## src/rtl/br_lite_inject_sched.sv

```systemverilog
// Round-robin injection scheduler for the BrLite LOCAL input port.
// Flit layout (LSB first): source[15:0], target[31:16], service[33:32], id[41:34], payload[73:42].
module br_lite_inject_sched #(
  parameter logic [15:0] ADDRESS = 16'h0000,
  parameter int          NREQ    = 4,
  localparam int ADDR_W = 16,
  localparam int SVC_W  = 2,
  localparam int ID_W   = 8,
  localparam int PAY_W  = 32,
  localparam int FLIT_W = 2 * ADDR_W + SVC_W + ID_W + PAY_W
) (
  input  logic                    clk_i,
  input  logic                    rst_ni,
  input  logic [NREQ-1:0]         src_req_i,
  input  logic [NREQ*ADDR_W-1:0]  src_target_i,
  input  logic [NREQ*SVC_W-1:0]   src_service_i,
  input  logic [NREQ*PAY_W-1:0]   src_payload_i,
  output logic [NREQ-1:0]         src_done_o,
  output logic                    src_err_o,
  input  logic                    br_busy_i,
  output logic [FLIT_W-1:0]       br_flit_o,
  output logic                    br_req_o,
  input  logic                    br_ack_i,
  output logic [ID_W-1:0]         id_o
);

  localparam int IDXW = $clog2(NREQ);

  localparam logic [SVC_W-1:0] BR_SVC_CLEAR = 2'd0;
  localparam logic [SVC_W-1:0] BR_SVC_ALL   = 2'd1;
  localparam logic [SVC_W-1:0] BR_SVC_TGT   = 2'd2;

  typedef enum logic [2:0] {IDLE, CHECK, REQ, RELEASE, DONE} state_e;

  state_e            state_q, state_d;
  logic [FLIT_W-1:0] flit_q;
  logic [IDXW-1:0]   sel_q;
  logic [IDXW-1:0]   last_gnt_q;
  logic [ID_W-1:0]   id_q;

  logic              gnt_found;
  logic [IDXW-1:0]   gnt_idx;
  logic [IDXW-1:0]   cand;
  logic              grant;
  logic              id_inc;
  logic [SVC_W-1:0]  flit_svc;
  logic              svc_ok;

  // First requester strictly after last_gnt, wrapping; scanning last_gnt itself last.
  always_comb begin
    gnt_found = 1'b0;
    gnt_idx   = '0;
    cand      = '0;
    for (int k = 1; k <= NREQ; k++) begin
      cand = IDXW'((int'(last_gnt_q) + k) % NREQ);
      if (!gnt_found && src_req_i[cand]) begin
        gnt_found = 1'b1;
        gnt_idx   = cand;
      end
    end
  end

  assign flit_svc = flit_q[2*ADDR_W +: SVC_W];
  assign svc_ok   = (flit_svc == BR_SVC_ALL) || (flit_svc == BR_SVC_TGT);

  always_ff @(posedge clk_i or negedge rst_ni) begin
    if (!rst_ni) begin
      state_q <= IDLE;
    end else begin
      state_q <= state_d;
    end
  end

  always_comb begin
    state_d    = state_q;
    br_req_o   = 1'b0;
    src_done_o = '0;
    src_err_o  = 1'b0;
    grant      = 1'b0;
    id_inc     = 1'b0;
    case (state_q)
      IDLE: begin
        if (gnt_found) begin
          grant   = 1'b1;
          state_d = CHECK;
        end
      end
      CHECK: begin
        if (!svc_ok) begin
          state_d = DONE;
        end else if (!br_busy_i) begin
          state_d = REQ;
        end
      end
      REQ: begin
        br_req_o = 1'b1;
        if (br_ack_i) begin
          state_d = RELEASE;
        end
      end
      RELEASE: begin
        if (!br_ack_i) begin
          state_d = DONE;
        end
      end
      DONE: begin
        src_done_o[sel_q] = 1'b1;
        src_err_o         = !svc_ok;
        id_inc            = svc_ok;
        state_d           = IDLE;
      end
      default: state_d = IDLE;
    endcase
  end

  // The flit is only rewritten on a grant, so it holds from CHECK through DONE.
  always_ff @(posedge clk_i or negedge rst_ni) begin
    if (!rst_ni) begin
      flit_q     <= '0;
      sel_q      <= '0;
      last_gnt_q <= IDXW'(NREQ - 1);
      id_q       <= '0;
    end else begin
      if (grant) begin
        flit_q     <= {src_payload_i[int'(gnt_idx)*PAY_W +: PAY_W],
                       id_q,
                       src_service_i[int'(gnt_idx)*SVC_W +: SVC_W],
                       src_target_i[int'(gnt_idx)*ADDR_W +: ADDR_W],
                       ADDRESS};
        sel_q      <= gnt_idx;
        last_gnt_q <= gnt_idx;
      end
      if (id_inc) begin
        id_q <= id_q + ID_W'(1);
      end
    end
  end

  assign br_flit_o = flit_q;
  assign id_o      = id_q;

endmodule

```

## config.mk

```make
export PLATFORM = sky130hd
export DESIGN_NAME = br_lite_inject_sched
export DESIGN_NICKNAME = d
export VERILOG_FILES = /design/src/rtl/br_lite_inject_sched.sv
export SDC_FILE = /design/constraint.sdc
export NUM_CORES = 1
export LEC_CHECK = 0
export CAP_MARGIN = 20
export CORE_AREA = 3 3 115 117
export CTS_BUF_LIST = sky130_fd_sc_hd__clkbuf_2
export CTS_CLUSTER_DIAMETER = 200
export DETAILED_ROUTE_END_ITERATION = 6
export DIE_AREA = 0 0 118 120
export PLACE_DENSITY = 0.92
export SLEW_MARGIN = 40
export SYNTH_ARGS = -nofsm -noshare
export SYNTH_HDL_FRONTEND = slang
export SYNTH_SLANG_ARGS = --single-unit
```

## constraint.sdc

```tcl
create_clock -name clk_i -period 4.9 [get_ports clk_i]
set_clock_uncertainty 0.05 [all_clocks]
set_input_delay 1.225 -clock clk_i [delete_from_list [all_inputs] [get_ports clk_i]]
set_output_delay 1.225 -clock clk_i [all_outputs]
set_load 0.01 [all_outputs]
```

==> metrics.md <==
| Metric | Value |
|---|---|
| Post-synthesis share of cell area spent on and, or, nand and nor gates | `17.18%` |
| Combined buffer and inverter count along the critical path | `1` |
| Average wire per cell in the routed design | `18.60 µm` |
| Final net count | `928` |
| Total die area | `0.01416 mm²` |
| Utilization after layout | `62.83%` |
| I/O pin total | `296` |
| Number of flops mapped to enable cells by yosys | `0` |
| Pin count of the biggest net entering global routing | `101` |
| Final slew viol count | `0` |
| Synthesized-area fraction occupied by adder cells | `0.2584%` |
| Global Route Usage Sum | `22.63%` |
| Detail Route Antenna Nets | `0` |
| Number of setup buffers added after CTS | `0` |
| Highest ir drop seen on vdd | `0.3336 mV` |
| Portion of the post-synthesis area used by sequential elements | `37.78%` |
| Count of buffers from port buffering | `279` |
| Clk Latency, worst-skew pair | `520 ps` |
| Clock-pin slew on the worst setup and hold paths | `220 ps` |
| GR Overflow Total | `0` |
| Die width | `118 µm` |
| Count of clock tree sinks | `73` |
| Critical Path RT | `3620 ps` |
| Number of vias after detailed routing | `4888` |
| Library cell occupying the most area in the post-synthesis netlist | `sky130_fd_sc_hd__dfrtp_1` |
| Fin. Hold Viols | `0` |
| Unrepaired setup endpoints after global routing | `no` |
| WS Path Type | `register to output port` |
| Data arrival time of the critical path | `2360 ps` |
| TritonCTS clock tree | `yes` |
| Clock period minus final worst setup slack | `3640 ps` |
| Clock group share of total power | `10.7%` |
| CTS H-tree lvls | `3` |
| Global-route wire length before repair | `25960 µm` |
| TritonCTS buffer count | `9` |
| Setup slack of the most critical reg-to-reg path | `2190 ps` |
| Mux contribution to synthesized area | `22.40%` |
| Final setup violation count | `0` |
| Standard-cell row count | `41` |
| Kind of end point of the critical path | `output port` |
| Power dissipated by switching net loads | `1.617 mW` |
| Combinational family with the most area after synthesis | `multiplexers` |
| Fraction of the cycle the final worst path needs | `74.28%` |
| Hold-fix buffers, CTS | `0` |
| Aggregate routed wire length | `16690 µm` |
| Cell family contributing the most delay on the critical path | `simple AND/OR/NAND/NOR gates` |
| Slew at the pin with the worst max-slew slack | `781.0 ps` |
| DR pass1 iterations | `4` |
| Vias in the first global route | `4968` |
| Post-synthesis instance area | `0.004842 mm²` |
| Max-slew headroom | `47.93%` |
| Effective utilization at floorplan | `38.84%` |
| Area growth from synthesis to layout | `61.76%` |
| Bufs on Longest Clock Path | `2` |
| Sequential cell fraction of total power | `27.8%` |
| Post-synthesis async set-or-reset flop share | `100.0%` |
| Number of design rule violations left after detail routing | `0` |
| Synthesis Warnings | `0` |
| Post-Syn Area per Cell | `10.32 µm²` |
| Synthesized-area fraction occupied by ao, oa, aoi and oai cells | `12.87%` |
| Crit path max fanout | `8` |
| DP Wirelength | `12430 µm` |
| Via density per instance | `5.449` |
| Most used DFF post-synth | `sky130_fd_sc_hd__dfrtp_1` |
| Layout cells sized above 1 | `7.320%` |
| Cell area power density | `494.7 mW/mm²` |
| Drt initial violations | `301` |
| Final total power | `3.875 mW` |
| Number of distinct library cell variants in the gate-level netlist after synthesis | `44` |
| Vertical die dimension | `120 µm` |
| Max-cap violations | `0` |
| Portion of synthesized cell area occupied by the leading cell type | `36.69%` |
| Max Freq | `274.8 MHz` |
| Clock Root Buffer | `sky130_fd_sc_hd__clkbuf_2` |
| Static Leakage | `3.184 nW` |
| Type of the most critical hold path | `register to register` |
| Stage delay of the slowest cell on the critical path | `570 ps` |
| Main area contributors after synthesis | `sky130_fd_sc_hd__dfrtp_1 (37%), sky130_fd_sc_hd__mux2i_1 (11%), sky130_fd_sc_hd__mux2_1 (10%)` |
| Combinational power share | `61.4%` |
| Share of the synthesized netlist area taken by xor and xnor gates | `1.447%` |
| Cell with the largest stage delay on the worst path | `sky130_fd_sc_hd__clkdlybuf4s50_1` |
| Placeable core area | `0.01247 mm²` |
| CTS-repair resized insts | `0` |
| Worst setup SP type | `register` |
| Cell chain of the critical path | `or3b_1 -> nor3b_1 -> clkdlybuf4s50_1` |
| Post-synthesis cell count | `469` |
| Result of the run | `complete, no violations` |
| Number of antenna violations at the first check in global routing | `1` |
| Synthesis-stage register bit count | `73` |
| Total negative setup slack | `0 ps` |
| Routability-driven placement congestion ratio | `0.8823` |
| Cell-internal power | `2.258 mW` |
| Net switching fraction of the power | `41.72%` |
==> power by group through the flow <==
stage               sequential, mW  combinational, mW  clock [mW]
floorplan                     1.14               1.35           0
global placement              1.07               2.24           0
detailed placement            1.08               2.39           0
CTS                           1.08               2.39       0.429
global route                  1.11               2.55       0.455
finish                        1.08               2.38       0.415
==> per-stage QoR <==
| stage | hold WS (ps) | area, µm² | setup slack [ps] | cells |
|---|---|---|---|---|
| finish | 468.1 | 7833 | 1260 | 897 |
| global route | 507.3 | 7833 | 1096 | 897 |
| CTS | 470.5 | 7830 | 1206 | 896 |
| detailed placement | 419.9 | 7684 | 1140 | 880 |
| global placement | 410.9 | 7625 | 1117 | 878 |
| floorplan | 442.4 | 4898 | 2072 | 484 |
==> cell type report <==
type	count	area (µm²)
Fill cell	986	4633
Inverter	5	18.77
Antenna cell	1	2.502
Timing Repair Buffer	286	2912
Tap cell	172	215.2
Clock buffer	9	45.04
Clock inverter	7	101.3
Sequential cell	73	1829
Multi-Input combinational cell	344	2709
==> placed cells by master (no fill, tap or decap), types with 4 or more instances in the layout <==
cell type and n:
sky130_fd_sc_hd__nor3b_1 4, sky130_fd_sc_hd__mux2i_1 51, sky130_fd_sc_hd__nand3_2 12, sky130_fd_sc_hd__a221o_1 50
sky130_fd_sc_hd__mux2_1 45, sky130_fd_sc_hd__xnor2_1 5, sky130_fd_sc_hd__clkdlybuf4s50_1 278, sky130_fd_sc_hd__nand3_1 90
sky130_fd_sc_hd__clkbuf_2 9, sky130_fd_sc_hd__nand2_1 25, sky130_fd_sc_hd__dfrtp_1 71, sky130_fd_sc_hd__inv_1 5
sky130_fd_sc_hd__conb_1 16, sky130_fd_sc_hd__mux2_2 6
==> registers in the layout (all words and copies together), names as in the netlist <==
signal      cells
last_gnt_q      2
sel_q           2
state_q         3
br_flit_o      58
id_o            8
==> logic make-up after synthesis <==
family                   after synthesis
XOR/XNOR                               8
multiplexers                         102
buffers and inverters                 67
AND/OR/NAND/NOR                      152
flip-flops                            73
other                                  1
adder cells (fa/ha/maj)                1
AO/OA/AOI/OAI                         65
==> cells in the mapped netlist (2+ instances only) <==
cell type                  number
sky130_fd_sc_hd__nand3_1       90
sky130_fd_sc_hd__a21o_1         3
sky130_fd_sc_hd__dfrtp_1       71
sky130_fd_sc_hd__a311oi_1       2
sky130_fd_sc_hd__mux2_1        45
sky130_fd_sc_hd__nor3b_1        4
sky130_fd_sc_hd__nand3_2       12
sky130_fd_sc_hd__mux2_2         6
sky130_fd_sc_hd__a221o_1       50
sky130_fd_sc_hd__nor2b_1        3
sky130_fd_sc_hd__buf_2         15
sky130_fd_sc_hd__mux2i_1       51
sky130_fd_sc_hd__and3_1         2
sky130_fd_sc_hd__a22o_1         2
sky130_fd_sc_hd__buf_4         22
sky130_fd_sc_hd__nand2_1       26
sky130_fd_sc_hd__clkbuf_1      21
sky130_fd_sc_hd__xnor2_1        5
sky130_fd_sc_hd__nand4_1        2
sky130_fd_sc_hd__xor2_1         3
sky130_fd_sc_hd__a21oi_1        2
sky130_fd_sc_hd__dfstp_2        2
sky130_fd_sc_hd__nor2_1         3
sky130_fd_sc_hd__inv_1          5
sky130_fd_sc_hd__buf_6          3
==> tightest hold or removal path, stage by stage, from the launching register on <==
cell,delay [ps]
sky130_fd_sc_hd__dfrtp_1,400
sky130_fd_sc_hd__nand2_1,50
sky130_fd_sc_hd__nand2_1,60
==> final timing paths <==
path / from / end / cells past startpoint
min in group asynchronous: rst_ni / br_flit_o[24] / 1
hold / removal: br_flit_o[36] / br_flit_o[36] / 2
max in group asynchronous: rst_ni / br_flit_o[55] / 1
hold reg to reg: br_flit_o[36] / br_flit_o[36] / 2
setup / recovery: state_q[0] / src_done_o[2] / 3
setup reg to reg: state_q[0] / br_flit_o[27] / 6
==> metal layers <==
layer	global-route usage (%)	share of wire, %	wire length (µm)
met5	0	0	0
met4	8.718	2.2	360
met3	4.901	7.5	1259
met2	41.25	53	8838
met1	25.90	37	6228
Note: power is estimated with default switching activity, not from simulation.
